$ cat config.mk
export PLATFORM = sky130hd
export DESIGN_NAME = alu_issue_stage_flat
export DESIGN_NICKNAME = d
export VERILOG_FILES = /design/src/rtl/alu_issue_stage_if.sv /design/src/rtl/alu_issue_stage.sv /design/src/flat_wrapper.sv
export SDC_FILE = /design/constraint.sdc
export NUM_CORES = 1
export LEC_CHECK = 0
export CORE_MARGIN = 5
export CORE_UTILIZATION = 43
export CTS_CLUSTER_DIAMETER = 200
export DETAILED_ROUTE_END_ITERATION = 16
export PLACE_DENSITY = 0.9
export SKIP_CTS_REPAIR_TIMING = 1
export SLEW_MARGIN = 20
export SYNTH_ARGS = -nofsm -noshare
export SYNTH_HDL_FRONTEND = slang
export SYNTH_SLANG_ARGS = --single-unit
$ cat constraint.sdc
create_clock -name clk -period 8.4 [get_ports clk]
set_clock_uncertainty 0.05 [all_clocks]
set_input_delay 1.68 -clock clk [delete_from_list [all_inputs] [get_ports clk]]
set_output_delay 1.68 -clock clk [all_outputs]
set_load 0.05 [all_outputs]
$ cat src/rtl/alu_issue_stage_if.sv
// Decode-to-issue and issue-to-execute handshake bundles.
// master drives the payload and valid; slave returns ready.
interface alu_issue_id_if #(
  parameter int BITS = 32
);
  logic            valid;
  logic            ready;
  logic [1:0]      alu_ctrl;
  logic            is_signed;
  logic [4:0]      rs1;
  logic [4:0]      rs2;
  logic [BITS-1:0] rs1_data;
  logic [BITS-1:0] rs2_data;
  logic [BITS-1:0] imm;
  logic            use_imm;
  logic [4:0]      rd;
  logic            rd_we;
  logic            is_load;

  modport master (
    output valid, alu_ctrl, is_signed,
    output rs1, rs2, rs1_data, rs2_data,
    output imm, use_imm, rd, rd_we, is_load,
    input  ready
  );

  modport slave (
    input  valid, alu_ctrl, is_signed,
    input  rs1, rs2, rs1_data, rs2_data,
    input  imm, use_imm, rd, rd_we, is_load,
    output ready
  );
endinterface

interface alu_issue_ex_if #(
  parameter int BITS = 32
);
  logic            valid;
  logic            ready;
  logic [1:0]      alu_control;
  logic            is_signed;
  logic [BITS-1:0] a;
  logic [BITS-1:0] b;
  logic [4:0]      rd;
  logic            rd_we;
  logic            is_load;

  modport master (
    output valid, alu_control, is_signed,
    output a, b, rd, rd_we, is_load,
    input  ready
  );

  modport slave (
    input  valid, alu_control, is_signed,
    input  a, b, rd, rd_we, is_load,
    output ready
  );
endinterface

$ cat src/rtl/alu_issue_stage.sv
// ID/EX boundary: operand forwarding, load-use bubbles, hold refresh.
// Define ALU_ISSUE_FWD_EN to enable MEM/WB forwarding.
module alu_issue_stage #(
  parameter int BITS        = 32,
  parameter int STALL_CNT_W = 16
) (
  input  logic                   clk,
  input  logic                   rst_n,
  alu_issue_id_if.slave          id,
  input  logic [4:0]             mem_rd,
  input  logic                   mem_rd_we,
  input  logic [BITS-1:0]        mem_result,
  input  logic [4:0]             wb_rd,
  input  logic                   wb_rd_we,
  input  logic [BITS-1:0]        wb_result,
  input  logic                   flush,
  alu_issue_ex_if.master         ex,
  output logic [STALL_CNT_W-1:0] stall_cnt
);

  localparam logic [STALL_CNT_W-1:0] STALL_ONE =
    {{(STALL_CNT_W-1){1'b0}}, 1'b1};

  logic            valid_q;
  logic [1:0]      ctrl_q;
  logic            signed_q;
  logic [4:0]      rs1_q;
  logic [4:0]      rs2_q;
  logic [BITS-1:0] rs1_d_q;
  logic [BITS-1:0] rs2_d_q;
  logic [BITS-1:0] imm_q;
  logic            use_imm_q;
  logic [4:0]      rd_q;
  logic            rd_we_q;
  logic            load_q;

  logic [BITS-1:0] fwd1;
  logic [BITS-1:0] fwd2;
  logic            haz;
  logic            xfer;

  function automatic logic hit(
    input logic       we,
    input logic [4:0] dst,
    input logic [4:0] src
  );
    return we && (dst != 5'd0) && (dst == src);
  endfunction

  function automatic logic raw(
    input logic       we,
    input logic [4:0] dst,
    input logic [4:0] s1,
    input logic [4:0] s2,
    input logic       imm_sel
  );
    return hit(we, dst, s1) || (!imm_sel && hit(we, dst, s2));
  endfunction

`ifdef ALU_ISSUE_FWD_EN
  always_comb begin
    fwd1 = rs1_d_q;
    if (hit(mem_rd_we, mem_rd, rs1_q))
      fwd1 = mem_result;
    else if (hit(wb_rd_we, wb_rd, rs1_q))
      fwd1 = wb_result;
  end

  always_comb begin
    fwd2 = rs2_d_q;
    if (hit(mem_rd_we, mem_rd, rs2_q))
      fwd2 = mem_result;
    else if (hit(wb_rd_we, wb_rd, rs2_q))
      fwd2 = wb_result;
  end

  // Only a load in EX cannot be forwarded in time.
  assign haz = valid_q && load_q &&
    raw(rd_we_q, rd_q, id.rs1, id.rs2, id.use_imm);
`else
  logic unused_fwd;

  assign fwd1 = rs1_d_q;
  assign fwd2 = rs2_d_q;
  assign unused_fwd =
    ^{mem_result, wb_result, rs1_q, rs2_q};

  // Regfile writes at the end of WB, so every producer stalls.
  assign haz =
    raw(valid_q && rd_we_q, rd_q,
        id.rs1, id.rs2, id.use_imm) ||
    raw(mem_rd_we, mem_rd,
        id.rs1, id.rs2, id.use_imm) ||
    raw(wb_rd_we, wb_rd,
        id.rs1, id.rs2, id.use_imm);
`endif

  assign id.ready = !haz && (!valid_q || ex.ready);
  assign xfer     = id.valid && id.ready;

  always_ff @(posedge clk or negedge rst_n) begin
    if (!rst_n) begin
      valid_q   <= 1'b0;
      ctrl_q    <= 2'd0;
      signed_q  <= 1'b0;
      rs1_q     <= 5'd0;
      rs2_q     <= 5'd0;
      rs1_d_q   <= '0;
      rs2_d_q   <= '0;
      imm_q     <= '0;
      use_imm_q <= 1'b0;
      rd_q      <= 5'd0;
      rd_we_q   <= 1'b0;
      load_q    <= 1'b0;
      stall_cnt <= '0;
    end else begin
      if (flush) begin
        valid_q <= 1'b0;
      end else if (xfer) begin
        valid_q   <= 1'b1;
        ctrl_q    <= id.alu_ctrl;
        signed_q  <= id.is_signed;
        rs1_q     <= id.rs1;
        rs2_q     <= id.rs2;
        rs1_d_q   <= id.rs1_data;
        rs2_d_q   <= id.rs2_data;
        imm_q     <= id.imm;
        use_imm_q <= id.use_imm;
        rd_q      <= id.rd;
        rd_we_q   <= id.rd_we;
        load_q    <= id.is_load;
      end else if (ex.ready || !valid_q) begin
        valid_q <= 1'b0;
`ifdef ALU_ISSUE_FWD_EN
      end else begin
        // Capture producers that may retire before EX consumes us.
        rs1_d_q <= fwd1;
        rs2_d_q <= fwd2;
`endif
      end
      if (id.valid && haz && (stall_cnt != '1))
        stall_cnt <= stall_cnt + STALL_ONE;
    end
  end

  assign ex.valid       = valid_q;
  assign ex.alu_control = ctrl_q;
  assign ex.is_signed   = signed_q;
  assign ex.a           = fwd1;
  assign ex.b           = use_imm_q ? imm_q : fwd2;
  assign ex.rd          = rd_q;
  assign ex.rd_we       = rd_we_q;
  assign ex.is_load     = load_q;

endmodule

$ cat src/flat_wrapper.sv
// flat-port wrapper written by rule: the top's interface ports become plain ports
module alu_issue_stage_flat 
#(
  parameter int BITS        = 32,
  parameter int STALL_CNT_W = 16
)
  (clk, rst_n, mem_rd, mem_rd_we, mem_result, wb_rd, wb_rd_we, wb_result, flush, stall_cnt, id_valid, id_alu_ctrl, id_is_signed, id_rs1, id_rs2, id_rs1_data, id_rs2_data, id_imm, id_use_imm, id_rd, id_rd_we, id_is_load, id_ready, ex_valid, ex_alu_control, ex_is_signed, ex_a, ex_b, ex_rd, ex_rd_we, ex_is_load, ex_ready);
  alu_issue_id_if #(.BITS(BITS)) id_i ();
  alu_issue_ex_if #(.BITS(BITS)) ex_i ();
  input  logic clk;
  input  logic rst_n;
  input  logic [4:0] mem_rd;
  input  logic mem_rd_we;
  input  logic [BITS-1:0] mem_result;
  input  logic [4:0] wb_rd;
  input  logic wb_rd_we;
  input  logic [BITS-1:0] wb_result;
  input  logic flush;
  output logic [STALL_CNT_W-1:0] stall_cnt;
  input wire logic [$bits(id_i.valid)-1:0] id_valid;
  input wire logic [$bits(id_i.alu_ctrl)-1:0] id_alu_ctrl;
  input wire logic [$bits(id_i.is_signed)-1:0] id_is_signed;
  input wire logic [$bits(id_i.rs1)-1:0] id_rs1;
  input wire logic [$bits(id_i.rs2)-1:0] id_rs2;
  input wire logic [$bits(id_i.rs1_data)-1:0] id_rs1_data;
  input wire logic [$bits(id_i.rs2_data)-1:0] id_rs2_data;
  input wire logic [$bits(id_i.imm)-1:0] id_imm;
  input wire logic [$bits(id_i.use_imm)-1:0] id_use_imm;
  input wire logic [$bits(id_i.rd)-1:0] id_rd;
  input wire logic [$bits(id_i.rd_we)-1:0] id_rd_we;
  input wire logic [$bits(id_i.is_load)-1:0] id_is_load;
  output wire logic [$bits(id_i.ready)-1:0] id_ready;
  output wire logic [$bits(ex_i.valid)-1:0] ex_valid;
  output wire logic [$bits(ex_i.alu_control)-1:0] ex_alu_control;
  output wire logic [$bits(ex_i.is_signed)-1:0] ex_is_signed;
  output wire logic [$bits(ex_i.a)-1:0] ex_a;
  output wire logic [$bits(ex_i.b)-1:0] ex_b;
  output wire logic [$bits(ex_i.rd)-1:0] ex_rd;
  output wire logic [$bits(ex_i.rd_we)-1:0] ex_rd_we;
  output wire logic [$bits(ex_i.is_load)-1:0] ex_is_load;
  input wire logic [$bits(ex_i.ready)-1:0] ex_ready;
  assign id_i.valid = id_valid;
  assign id_i.alu_ctrl = id_alu_ctrl;
  assign id_i.is_signed = id_is_signed;
  assign id_i.rs1 = id_rs1;
  assign id_i.rs2 = id_rs2;
  assign id_i.rs1_data = id_rs1_data;
  assign id_i.rs2_data = id_rs2_data;
  assign id_i.imm = id_imm;
  assign id_i.use_imm = id_use_imm;
  assign id_i.rd = id_rd;
  assign id_i.rd_we = id_rd_we;
  assign id_i.is_load = id_is_load;
  assign id_ready = id_i.ready;
  assign ex_valid = ex_i.valid;
  assign ex_alu_control = ex_i.alu_control;
  assign ex_is_signed = ex_i.is_signed;
  assign ex_a = ex_i.a;
  assign ex_b = ex_i.b;
  assign ex_rd = ex_i.rd;
  assign ex_rd_we = ex_i.rd_we;
  assign ex_is_load = ex_i.is_load;
  assign ex_i.ready = ex_ready;
  alu_issue_stage #(.BITS(BITS), .STALL_CNT_W(STALL_CNT_W)) u_core (.clk(clk), .rst_n(rst_n), .id(id_i), .mem_rd(mem_rd), .mem_rd_we(mem_rd_we), .mem_result(mem_result), .wb_rd(wb_rd), .wb_rd_we(wb_rd_we), .wb_result(wb_result), .flush(flush), .ex(ex_i), .stall_cnt(stall_cnt));
endmodule
* Word level (Yosys, flattened, before mapping)
Index checks and enable logic that the tools add are counted. W data, S select, Z words.
Storage, ports and cells: register bits after elaboration 124, bits in latches 0, memory bits (writable) 0, bits in read-only memories 0, output and inout port bits 92, word-level logic and storage cells 55, memories 0
Cells by class: add/subtract/negate cells 1, multiply operators 0, divide/modulo/power cells 0, order comparisons 0, equality and inequality tests 7, shift operators 0, mux-type cells 4, bitwise logic cells 1, reductions and logical operators 31
Operators with widths (number):
- $mux W32 | 1
- $eq A5 B5 Y1 | 6
- $logic_and A1 B1 Y1 | 17
- $add A16 B1 Y16 const B | 1
- $ne A16 B16 Y1 const B | 1
- $reduce_bool A5 Y1 | 3
- $logic_or A1 B1 Y1 | 6
- $logic_not A1 Y1 | 3
- $mux W1 | 3
- $reduce_bool A3 Y1 | 1
- $reduce_and A2 Y1 | 1
- $not A1 Y1 | 1

* Longest topological paths before layout
word-level depth 12, mapped depth 9, depth with buffers taken out 6

* Worst setup path after synthesis
No wires, ideal clock.
path kind input to output, from input mem_rd[0], to output id_ready, data arrival time 3.877 ns, required time 6.670 ns, slack 2.793 ns, stages on the path 6, path buffers 2, cells stage by stage or4_1 -> o21a_1 -> a222oi_1 -> buf_4 -> clkbuf_1 -> nor2b_1
On the way: longest elaborated chain between the ends 9, elaborated cells on any way between the ends 12, those cells by class eq/ne (2); reduce/logical (10)
RTL lines:
- from (decl) | RTL line flat_wrapper.sv:12 | input logic [4:0] mem_rd;
- $reduce_bool A5 Y1 | RTL line alu_issue_stage.sv:47 | return we && (dst != 5'd0) && (dst == src);
- $logic_and A1 B1 Y1 (2 in a row) | RTL line alu_issue_stage.sv:47
- $logic_and A1 B1 Y1 | RTL line alu_issue_stage.sv:57 | return hit(we, dst, s1) || (!imm_sel && hit(we, dst, s2));
- $logic_or A1 B1 Y1 (*) | RTL line alu_issue_stage.sv:57
- $logic_or A1 B1 Y1 (*) | RTL line alu_issue_stage.sv:91 | id.rs1, id.rs2, id.use_imm) ||
- $logic_or A1 B1 Y1 (*) | RTL line alu_issue_stage.sv:93 | id.rs1, id.rs2, id.use_imm) ||
- $logic_not A1 Y1 (*) | RTL line alu_issue_stage.sv:98 | assign id.ready = !haz && (!valid_q || ex.ready);
- $logic_and A1 B1 Y1 (*) | RTL line alu_issue_stage.sv:98
- to (decl) | RTL line flat_wrapper.sv:32 | output wire logic [$bits(id_i.ready)-1:0] id_ready;
Mark *: on every way between the ends. The rest lies on a longest branch, timed or not.

* Worst setup path in the final report
Same ends and word-level chain as after synthesis.

==> results.sh <==
export IMPL_synthesis_instances=391
export IMPL_holdCritStartpoint="u_core.stall_cnt[4]"
export IMPL_setup_violations_final=0
export IMPL_max_freq_mhz=161
export IMPL_slew_viol_final=0
export IMPL_std_cell_rows=42
export IMPL_io_pins=290
export IMPL_via_per_inst=4.96
export IMPL_min_to="u_core.stall_cnt[4]"
export IMPL_synth_warnings=0
export IMPL_status="finished clean"
export IMPL_wl_per_cell_um=17.9
export IMPL_cp_max_fo=18
export IMPL_antenna_found_initial=0
export IMPL_clk_pin_slew_ns=0.05
export IMPL_fin_crit_sh=0.740
export IMPL_power_density_nw_per_um2=280
export IMPL_grt_overflow=0
export IMPL_synth_top_area_cell="dfrtp_1"
export IMPL_drv_cap=0
export IMPL_dieArea_um2=15600
export IMPL_grt_total_usage=0.187
export IMPL_gp_congestion=0.867
export IMPL_ff2ff_path_depth=7
export IMPL_vias=4016
export IMPL_peakVddDrop_mv=0.199
export IMPL_yosysUniqueCellTypes=30
export IMPL_drc_errors=0
export IMPL_rr_endpoint="u_core.fwd2[2]"
export IMPL_endpoint_kind="output pin"
export IMPL_nNetsFinal=819
export IMPL_cts_tree="yes"
export IMPL_synthesis_nets=590
export IMPL_cts_max_path_buffers=2
export IMPL_drive_gt1_frac=0.281
export IMPL_num_fill_cells=915
export IMPL_antenna_cells=0
export IMPL_grt_pass1_vias=4502
export IMPL_min_path_cells=1
export IMPL_multi_input_area_um2=2460
export IMPL_die_h_um=125
export IMPL_hold_class="reg -> reg"
export IMPL_clock_latency_ns=0.41
export IMPL_syn_cell_area_um2=5670
export IMPL_slew_headroom=0.346
export IMPL_worstReg2RegStart="u_core.ex.rd[1]"
export IMPL_drt_iter0_markers=161
export IMPL_hold_viol=0
export IMPL_grt_setup_unrepaired="no"
export IMPL_rrSetupSlack_ns=5.03
export IMPL_synth_top_cell_area_share=0.547
export IMPL_yosysSeqAreaShare=0.547
export IMPL_clock_sinks=124
export IMPL_arrival_ns=4.49
export IMPL_dp_hpwl_mm=10.6
export IMPL_required_ns=6.67
export IMPL_yosys_top_cells_area="dfrtp_1 55%, mux2_2 22%, mux2_4 7.9%, xnor2_1 4.2%, xor2_1 2.8%"
export IMPL_cts_buffers=17
export IMPL_worst_setup_path_type="in -> out"
export IMPL_ys_ff_latch=124
export IMPL_die_w_um=125
export IMPL_htreeDepth=4
export IMPL_leakagePower_uw=0.00370
export IMPL_worst_slew_pin_transition_ns=0.974
export IMPL_grt_pass1_wl_mm=23.4
export IMPL_finalSetupTns_ns=0
export IMPL_core_area_um2=13100
export IMPL_syn_area_per_cell_um2=14.5
export IMPL_postRouteWirelength_mm=14.5
export IMPL_grt_max_degree=71
export IMPL_synthToLayoutAreaGrowth_pct=53.4
export IMPL_dpl_cell_count=777
export IMPL_stdcell_count=809
export IMPL_first_pass_iters=4
export IMPL_cts_root_buf="clkbuf_16"
export IMPL_min_period_ns=6.22
export IMPL_start_kind="input pin"
export IMPL_floorplan_initialDensity=0.434
export IMPL_postRouteAntennaNets=0
export IMPL_register_area_um2=3100
export IMPL_port_buffers=225
==> cells in the mapped netlist, drive strengths merged <==
master / number
or4: 2
o21ai: 1
and2: 2
clkbuf: 7
mux2: 140
nand3: 7
a222oi: 1
or3: 2
ha: 1
nand2: 12
and3: 2
o21a: 2
nor2b: 2
nor3: 9
buf: 12
nor4: 4
nor3b: 2
xor2: 18
and4: 2
dfrtp: 124
o32ai: 3
a21oi: 1
o311a: 1
xnor2: 27
nor2: 2
nand4: 5
==> area by class of cell <==
class	count	share of cell area
clock buffers	19	0.0520
clock inverters	13	0.0216
multi-input cells	248	0.283
flip-flops and latches	124	0.356
well taps	176	0.0253
repair buffers	229	0.262
==> layout by cell type, fill, tap and decap left out, types with 3 or more instances in the layout <==
| cell | instances |
|---|---|
| dfrtp_1 | 124 |
| nand4_1 | 5 |
| clkinvlp_4 | 3 |
| mux2_2 | 110 |
| clkbuf_16 | 17 |
| mux2_4 | 30 |
| nand3_1 | 7 |
| bufinv_16 | 4 |
| nor4_1 | 4 |
| xor2_1 | 18 |
| buf_4 | 5 |
| o32ai_1 | 3 |
| clkdlybuf4s50_1 | 224 |
| nand2_1 | 11 |
| nor3_1 | 9 |
| xnor2_1 | 27 |
==> report_power, final <==
| part | total (uW) | internal [uW] | switching, uW |
|---|---|---|---|
| Sequential | 778 | 708 | 70.0 |
| Clock | 783 | 514 | 270 |
| Combinational | 879 | 378 | 501 |
| Total | 2440 | 1600 | 841 |
==> state kept, by name, indices dropped and copies added, names as in the netlist <==
signal                 cells
u_core.fwd2               32
u_core.ex.is_load          1
u_core.ex.alu_control      2
u_core.stall_cnt          16
u_core.imm_q              32
u_core.ex.rd_we            1
u_core.ex.a               32
u_core.use_imm_q           1
u_core.ex.valid            1
u_core.ex.rd               5
u_core.ex.is_signed        1
==> logic make-up after synthesis <==
family	count (synthesis)	synth area share
multiplexers	140	0.298
flip-flops	124	0.547
AND/OR/NAND/NOR	53	0.0509
XOR/XNOR	45	0.0695
buffers and inverters	19	0.0201
AO/OA/AOI/OAI	9	0.0126
adder cells (fa/ha/maj)	1	0.00221
==> how the worst max path moves through the flow <==
stage / slack, ns / cells after the start / from / to
finish: 2.18 / 7 / mem_rd[0] / id_ready
global route: 2.05 / 7 / mem_rd[0] / id_ready
CTS: 2.18 / 7 / mem_rd[0] / id_ready
detailed placement: 2.19 / 7 / mem_rd[0] / id_ready
global placement: 2.17 / 7 / mem_rd[0] / id_ready
floorplan: 2.79 / 6 / mem_rd[0] / id_ready
==> routing by layer <==
layer	vias up	track usage	part of all wire
met3	38	0.0823	0.088
li1	1853	-	-
met4	0	0.0708	0.024
met5	-	0	0
met2	178	0.309	0.49
met1	1947	0.216	0.40
==> worst max-delay path, stage by stage <==
cell             delay (ns)
clkdlybuf4s50_1        0.47
or4_1                  0.55
o21a_1                 0.18
a222oi_1               0.34
buf_4                  0.30
nor2b_1                0.16
clkdlybuf4s50_1        0.81
==> metrics by stage <==
step           total power, uW   util  setup slack [ns]  hold slack [ns]  area (um^2)
6_report                  2440  0.665              2.18            0.439         8700
3_3_place_gp              1650  0.616              2.17            0.424         8060
5_1_grt                   2540  0.665              2.05            0.459         8700
3_5_place_dp              1670  0.616              2.19            0.427         8060
2_1_floorplan             1350      -              2.79            0.424         5670
4_1_cts                   2470  0.665              2.18            0.438         8700
Power figures use the tool's default switching activity.
